`config.mk`:
```
export PLATFORM = sky130hd
export DESIGN_NAME = reg_rename_file
export DESIGN_NICKNAME = d
export VERILOG_FILES = /design/src/rtl/reg_rename_file_pkg.sv /design/src/rtl/reg_ckpt_ctrl.sv /design/src/rtl/reg_rename_file.sv
export SDC_FILE = /design/constraint.sdc
export NUM_CORES = 2
export LEC_CHECK = 0
export BUFFER_PORTS_ARGS = -buffer_cell sky130_fd_sc_hd__buf_2
export CAP_MARGIN = 20
export CORE_ASPECT_RATIO = 0.5
export CORE_MARGIN = 8
export CORE_UTILIZATION = 66
export DETAILED_ROUTE_END_ITERATION = 10
export GPL_TIMING_DRIVEN = 0
export PLACE_DENSITY_LB_ADDON = 0.05
export RECOVER_POWER = 25
export SETUP_SLACK_MARGIN = 0.05
export SLEW_MARGIN = 20
export SYNTH_ARGS = -nofsm -noshare
export SYNTH_HDL_FRONTEND = slang
export SYNTH_HIERARCHICAL = 1
export SYNTH_SLANG_ARGS = --single-unit
```
`constraint.sdc`:
```
create_clock -name clk -period 85.3 [get_ports clk]
set_input_delay 17.06 -clock clk [delete_from_list [all_inputs] [get_ports clk]]
set_output_delay 17.06 -clock clk [all_outputs]
set_load 0.02 [all_outputs]
```
`src/rtl/reg_rename_file_pkg.sv`:
```
// Shared types for the rename register file and its checkpoint controller.
package reg_rename_file_pkg;
  localparam int DEF_NUM_REGS = 32;
  localparam int DEF_DATA_W   = 32;
  localparam int DEF_ROB_ID_W = 4;
  localparam int DEF_NUM_CKPT = 4;

  localparam int REG_IDX_W  = $clog2(DEF_NUM_REGS);
  localparam int CKPT_ID_W  = $clog2(DEF_NUM_CKPT);

  typedef logic [REG_IDX_W-1:0]    reg_idx_t;
  typedef logic [DEF_ROB_ID_W-1:0] rob_id_t;
  typedef logic [DEF_DATA_W-1:0]   data_t;
  typedef logic [CKPT_ID_W-1:0]    ckpt_id_t;

  // Tag 0 marks a register whose value is already architectural.
  localparam rob_id_t INVALID_TAG = '0;
endpackage

```
`src/rtl/reg_ckpt_ctrl.sv`:
```
// Circular head/tail/count bookkeeping for the branch checkpoint buffer.
module reg_ckpt_ctrl
  import reg_rename_file_pkg::*;
#(
  parameter  int NUM_CKPT = DEF_NUM_CKPT,
  localparam int CIW      = $clog2(NUM_CKPT)
) (
  input  logic           clk,
  input  logic           rst,
  input  logic           i_flush,
  input  logic           i_alloc,
  input  logic           i_release,
  input  logic           i_restore,
  input  logic [CIW-1:0] i_restore_id,
  output logic [CIW-1:0] o_alloc_id,
  output logic           o_alloc_ok,
  output logic           o_full,
  output logic [CIW:0]   o_count,
  output logic           o_restore_live
);

  logic [CIW-1:0] r_head;
  logic [CIW-1:0] r_tail;
  logic [CIW:0]   r_count;
  logic           w_rel;
  logic [CIW-1:0] w_dist;
  logic [CIW-1:0] w_restore_tail;

  always_comb begin
    o_full         = (r_count == (CIW+1)'(NUM_CKPT));
    w_rel          = i_release && (r_count != '0);
    o_alloc_ok     = i_alloc && !i_restore && !i_flush && !o_full;
    // Distance from the oldest live slot; restore keeps everything up to and including it.
    w_dist         = i_restore_id - r_head;
    o_restore_live = ({1'b0, w_dist} < r_count);
    w_restore_tail = i_restore_id + CIW'(1);
    o_alloc_id     = r_tail;
    o_count        = r_count;
  end

  always_ff @(posedge clk or posedge rst) begin
    if (rst) begin
      r_head  <= '0;
      r_tail  <= '0;
      r_count <= '0;
    end else if (i_flush) begin
      r_head  <= '0;
      r_tail  <= '0;
      r_count <= '0;
    end else if (i_restore) begin
      r_tail  <= w_restore_tail;
      r_head  <= r_head + CIW'(w_rel);
      r_count <= (CIW+1)'(w_dist) + (CIW+1)'(1) - (CIW+1)'(w_rel);
    end else begin
      r_tail  <= r_tail + CIW'(o_alloc_ok);
      r_head  <= r_head + CIW'(w_rel);
      r_count <= r_count + (CIW+1)'(o_alloc_ok) - (CIW+1)'(w_rel);
    end
  end

endmodule

```
`src/rtl/reg_rename_file.sv`:
```
// Architectural register file with ROB-tag renaming and one-cycle checkpoint restore.
// Optional REG_COMMIT_BYPASS_EN forwards a same-cycle commit onto matching source reads.
module reg_rename_file
  import reg_rename_file_pkg::*;
#(
  parameter  int NUM_REGS = DEF_NUM_REGS,
  parameter  int DATA_W   = DEF_DATA_W,
  parameter  int ROB_ID_W = DEF_ROB_ID_W,
  parameter  int NUM_CKPT = DEF_NUM_CKPT,
  localparam int RIW      = $clog2(NUM_REGS),
  localparam int CIW      = $clog2(NUM_CKPT)
) (
  input  logic                clk,
  input  logic                rst,
  input  logic                dispatch_valid,
  input  logic [RIW-1:0]      dispatch_rd,
  input  logic [ROB_ID_W-1:0] dispatch_rob_id,
  input  logic [RIW-1:0]      rs1,
  input  logic [RIW-1:0]      rs2,
  output logic [DATA_W-1:0]   v1,
  output logic [DATA_W-1:0]   v2,
  output logic [ROB_ID_W-1:0] q1,
  output logic [ROB_ID_W-1:0] q2,
  input  logic                commit_valid,
  input  logic [RIW-1:0]      commit_rd,
  input  logic [ROB_ID_W-1:0] commit_rob_id,
  input  logic [DATA_W-1:0]   commit_data,
  input  logic                flush_all,
  input  logic                ckpt_alloc,
  output logic [CIW-1:0]      ckpt_alloc_id,
  output logic                ckpt_full,
  input  logic                ckpt_release,
  input  logic                ckpt_restore,
  input  logic [CIW-1:0]      ckpt_restore_id,
  output logic [CIW:0]        ckpt_count
);

  localparam logic [ROB_ID_W-1:0] NO_TAG = ROB_ID_W'(INVALID_TAG);

  logic [DATA_W-1:0]   r_v    [NUM_REGS];
  logic [ROB_ID_W-1:0] r_q    [NUM_REGS];
  logic [ROB_ID_W-1:0] r_snap [NUM_CKPT][NUM_REGS];
  logic [ROB_ID_W-1:0] w_q_next [NUM_REGS];
  logic                w_commit;
  logic                w_alloc_ok;
  logic                w_restore_live;

  reg_ckpt_ctrl #(.NUM_CKPT(NUM_CKPT)) u_ckpt_ctrl (
    .clk            (clk),
    .rst            (rst),
    .i_flush        (flush_all),
    .i_alloc        (ckpt_alloc),
    .i_release      (ckpt_release),
    .i_restore      (ckpt_restore),
    .i_restore_id   (ckpt_restore_id),
    .o_alloc_id     (ckpt_alloc_id),
    .o_alloc_ok     (w_alloc_ok),
    .o_full         (ckpt_full),
    .o_count        (ckpt_count),
    .o_restore_live (w_restore_live)
  );

  assign w_commit = commit_valid && (commit_rd != '0);

  // Next tag table: flush beats restore beats rename; commit clears ride along.
  always_comb begin
    w_q_next = r_q;
    if (flush_all) begin
      for (int i = 0; i < NUM_REGS; i++) w_q_next[i] = NO_TAG;
    end else if (ckpt_restore) begin
      w_q_next = r_snap[ckpt_restore_id];
      if (w_commit && r_snap[ckpt_restore_id][commit_rd] == commit_rob_id)
        w_q_next[commit_rd] = NO_TAG;
    end else begin
      if (w_commit && r_q[commit_rd] == commit_rob_id &&
          !(dispatch_valid && dispatch_rd == commit_rd))
        w_q_next[commit_rd] = NO_TAG;
      if (dispatch_valid && dispatch_rd != '0)
        w_q_next[dispatch_rd] = dispatch_rob_id;
    end
    w_q_next[0] = NO_TAG;
  end

  always_ff @(posedge clk or posedge rst) begin
    if (rst) begin
      for (int i = 0; i < NUM_REGS; i++) begin
        r_v[i] <= '0;
        r_q[i] <= NO_TAG;
      end
    end else begin
      r_q <= w_q_next;
      if (w_commit) r_v[commit_rd] <= commit_data;
    end
  end

  // Snapshots need no reset: a slot only becomes visible once allocated.
  always_ff @(posedge clk) begin
    for (int c = 0; c < NUM_CKPT; c++) begin
      for (int r = 0; r < NUM_REGS; r++) begin
        if (w_alloc_ok && CIW'(c) == ckpt_alloc_id)
          r_snap[c][r] <= w_q_next[r];
        else if (w_commit && RIW'(r) == commit_rd && r_snap[c][r] == commit_rob_id)
          r_snap[c][r] <= NO_TAG;
      end
    end
  end

  always_comb begin
    v1 = '0;
    q1 = NO_TAG;
    if (rs1 != '0) begin
      v1 = r_v[rs1];
      q1 = r_q[rs1];
`ifdef REG_COMMIT_BYPASS_EN
      if (commit_valid && commit_rd == rs1 && r_q[rs1] == commit_rob_id) begin
        v1 = commit_data;
        q1 = NO_TAG;
      end
`endif
    end
  end

  always_comb begin
    v2 = '0;
    q2 = NO_TAG;
    if (rs2 != '0) begin
      v2 = r_v[rs2];
      q2 = r_q[rs2];
`ifdef REG_COMMIT_BYPASS_EN
      if (commit_valid && commit_rd == rs2 && r_q[rs2] == commit_rob_id) begin
        v2 = commit_data;
        q2 = NO_TAG;
      end
`endif
    end
  end

  // Restoring a slot that is not live leaves the tag table undefined.
  assert property (@(posedge clk) disable iff (rst)
                   (ckpt_restore && !flush_all) |-> w_restore_live);

endmodule
```
Yosys cells after proc, flatten, opt, wreduce, memory -nomap -nowiden
Memories as Yosys holds them, arrays and structs flattened.
Cells that the tools add are included.
- output and inout bits: 78
- bits in latches: 0
- RAM bits: 496
- word-level logic and storage cells: 1101
- memories kept: 1
- bits in read-only memories: 0
- flip-flop bits (word level): 1155
- bits of input ports: 70
- memories (name ; depth ; width ; rd ports ; clocked after Yosys merged registers in ; write ports ; line ; source):
    r_snap ; 4 ; 124 ; 5 ; 0 ; 4 ; reg_rename_file.sv:42 ; logic [ROB_ID_W-1:0] r_snap [NUM_CKPT][NUM_REGS];
- equality and inequality tests: 162
- $mul: 0
- multiplexer cells: 546
- reduce and logical (&&, ||, !) cells: 181
- bitwise logic cells: 131
- add/sub/neg operators: 8
- $lt $le $gt $ge: 6
- divide/modulo/power cells: 0
- shift-type cells: 0
- operators by type and width (kind ; number):
    $bwmux W1024 ; 1
    $mux W4 ; 136
    $eq A4 B4 Y1 ; 126
    $mux W124 ; 4
    $mux W128 ; 3
    $mux W1 ; 380
    $bmux W32 S5 ; 2
    $mux W32 ; 7
    $logic_and A1 B1 Y1 ; 171
    $demux W32 S5 ; 1
    $and A124 B128 Y128 ; 1
    $bwmux W128 ; 1
    $not A128 Y128 ; 1
    $and A124 B124 Y124 ; 1
    $or A1 B1 Y1 ; 124
    $bmux W4 S5 ; 4
    $eq A5 B5 Y1 const A ; 16
    $demux W4 S5 ; 2
    $eq A4 B5 Y1 const A ; 8
    $ge A6 B6 Y1 const B ; 4
    $not A5 Y6 ; 4
    $eq A3 B5 Y1 const A ; 4
    $reduce_bool A5 Y1 ; 4
    $lt A6 B1 Y1 const B ; 2
    other kinds (17) ; 27

Longest topological paths before layout
- word-level depth: 15
- mapped depth: 17
- gate-level depth less buffers: 10

Hierarchy
The synthesis kept the hierarchy.
- by module, submodules not included (module ; instances ; area an instance (um^2) ; sequential area each (um^2) ; cells an instance):
    reg_rename_file ; 1 ; 94384.3 ; 43621.8 ; 7600
    reg_ckpt_ctrl ; 1 ; 515.5 ; 175.2 ; 50

Worst setup path after synthesis
Ideal clock, no wire load.
- path kind: in2out
- start: input rs2[0]
- end: output v2[10]
- arrival: 19.389 ns
- data required time: 68.240 ns
- stages: 7
- path buffers: 3
- setup slack: 48.851 ns
- path through: clkbuf_1 clkbuf_1 buf_1 mux4_2 mux4_2 mux2i_1 nor2_1
- longest elaborated chain between the ends: 5
- elaborated cells between the ends (all ways): 6
- classes of those cells: mux: 4; bitwise: 1; reduce/logical: 1
- ends and longest elaborated chain (item ; line ; source):
    start: declaration ; reg_rename_file.sv:19 ; input logic [RIW-1:0] rs2,
    $not A5 Y6 (implied by the code) ; reg_rename_file.sv:127 ; v2 = r_v[rs2];
    $bmux W32 S5 ; reg_rename_file.sv:127 ;
    $mux W32 (implied by the code) (2 in series) ; reg_rename_file.sv:127 ;
    $mux W32 (*) ; reg_rename_file.sv:126 ; if (rs2 != '0) begin
    end: declaration ; reg_rename_file.sv:21 ; output logic [DATA_W-1:0] v2,
Mark *: on every way between the ends. The rest lies on a longest branch, timed or not. The select of a mux whose other input is x is not followed.

Worst setup path in the final report
- start: input rs2[0]
- end: output v2[1]
Same word-level chain as after synthesis.

==> run summary <==
die area = 157000 um^2
vias per inst = 7.64
Die X = 552 um
Num CTS Buffers = 156
Clock Sinks = 1651
Worst EP arrival = 21.24 ns
Post-Syn Area = 94900 um^2
vias in the first global route = 74300
Lkg Pwr = 45.3 nW
CTS HTree Levels = 4
total negative slack = 0 ns
total grt overflow = 0
cell chosen for the clock root = clkbuf_16
VDD IR-drop max = 19.8 uV
# setup viols final = 0
drc violations = 0
Ports = 148
antenna-violating nets left = 0
crit end category = output pin
CORE AREA = 143000 um^2
total track usage = 49.6%
fin. max-slew vios = 910
Yosys Warn Count = 6
wire per inst = 39.7 um
CTS resizes = 0
Setup Fix Bufs, Post-CTS = 0
initial DRC count = 13600
GRT met3 Usage = 26.5%
GP Congestion = 1.14
row count = 98
met2 Use GR = 68.0%
Initial Util = 66.5%
Mean Syn Cell Area = 12.4 um^2
power per cell area = 21.1 nW/um^2
FMAX = 0.0261 GHz
Slew HR = -272%
largest net degree at the start of global routing = 109
MaxCap Viol Count = 11
Final Hold Vio Count = 0
hpwl dp = 288000 um
CP startpoint kind = primary input
IO buf count = 126
global-route wire length before repair = 550000 um
crit path cell chain = clkbuf_1, clkbuf_1, buf_1, mux4_2, mux4_2, mux2i_1, nor2_1, buf_2
CTS clk-pin slew, worst paths = 0.07 ns
final net count = 8062
worst endpoint required time = 68.24 ns
fin crit period = 38.30 ns
Most Used Layer, Global Route = met2
most frequent cells in the layout = 1413 x nand2_1, 1155 x dfrtp_1, 820 x mux4_2
initial antenna violation count = 28
clock latency on the worst-skew pair = 0.86 ns
violated checks = capacitance limit, slew limit
Synth Instances = 7645
Die H = 284 um
Global Route met1 Usage = 61.0%
RSZ-0062 raised after global routing = false
vias = 76700
delay-heaviest family, CP = buffers and inverters
most common cell after layout, fill and taps aside = nand2_1
Hold Path Class = reg -> reg
DR pass1 iterations = 10
Crit-path slowest cell = clkbuf_1
Net Count, Synth = 7720
crit path kind = in -> out
crit path max fanout = 10
clock tree buffer depth = 4
WHS = 0.480 ns
Final period util = 44.9%
slowest stage delay, CP = 0.87 ns
Synth-to-Final Area Change = 9.86%
Worst Tran Pin Value = 5.58 ns
status = finished, violations left
cts hold-fix bufs = 0
total wire length = 398000 um
share of layout cells above drive strength 1 = 28.5%
Buf/Inv on CP = 4
CTS tree = done
clk_skew = 0.0734 ns
-- routing by layer --
| layer | part of all wire (%) | up-vias | routed length (um) |
|---|---|---|---|
| li1 | - | 28600 | - |
| met1 | 33 | 38400 | 131000 |
| met2 | 40 | 7743 | 161000 |
| met3 | 18 | 1897 | 72800 |
| met4 | 8.2 | 26 | 32800 |
| met5 | 0.17 | - | 683 |
-- area by class of cell --
type	instances	area, um^2
timing repair buffer	184	1480
antenna	29	72.6
tap	1900	2380
clock inverter	61	607
fill	9523	38500
sequential	1651	43800
buffer	657	2810
multi-input combinational	5238	48300
inverter	99	373
clock buffer	211	4410
-- report_power, final --
part | internal [mW] | switching (mW)
registers | 0.917 | 0.0862
clock network | 0.396 | 0.328
logic | 0.220 | 0.248
total | 1.53 | 0.662
-- path summary, 6_finish.rpt --
path	start	endpoint	slack [ns]	cells after the start
min	r_v[1014]	r_v[1014]	0.48	1
max in group asynchronous	rst	r_v[781]	55.65	5
max	rs2[0]	v2[1]	47.00	8
min in group asynchronous	rst	u_ckpt_ctrl/o_alloc_id[1]	16.18	2
min reg2reg	r_v[1014]	r_v[1014]	0.48	1
max reg2reg	r_snap[2][25]	r_snap[3][103]	79.65	11
-- worst reg2reg max path, cell delays in order (launching register included) --
cell	delay, ns
edfxtp_1	0.42
mux4_2	0.63
a22o_1	0.29
a221o_1	0.32
or3_1	0.32
a21oi_1	0.49
nor3_2	0.13
a2111oi_4	1.04
nand2_1	0.74
buf_4	0.45
o21ai_2	0.36
a21oi_1	0.14
-- metrics by stage --
step | instances | worst slack [ns] | util [%] | power [mW] | cell area (um^2)
finish | 10000 | 47.00 | 73.0 | 2.20 | 104000
global route | 10000 | 47.11 | 73.0 | 2.23 | 104000
CTS | 9994 | 47.23 | 73.1 | 2.16 | 104000
detailed placement | 9722 | 47.22 | 69.5 | 1.46 | 99300
global placement | 9671 | 22.65 | 68.6 | 1.44 | 97900
floorplan | 7645 | 35.91 | - | 1.30 | 94900
-- sequential cells by signal, summed over array words and instances, names as in the netlist --
register,count
r_v,1024
r_snap,496
r_q,124
u_ckpt_ctrl/o_count,3
u_ckpt_ctrl/o_alloc_id,2
u_ckpt_ctrl/r_head,2
Note: power is estimated with default switching activity, not from simulation.
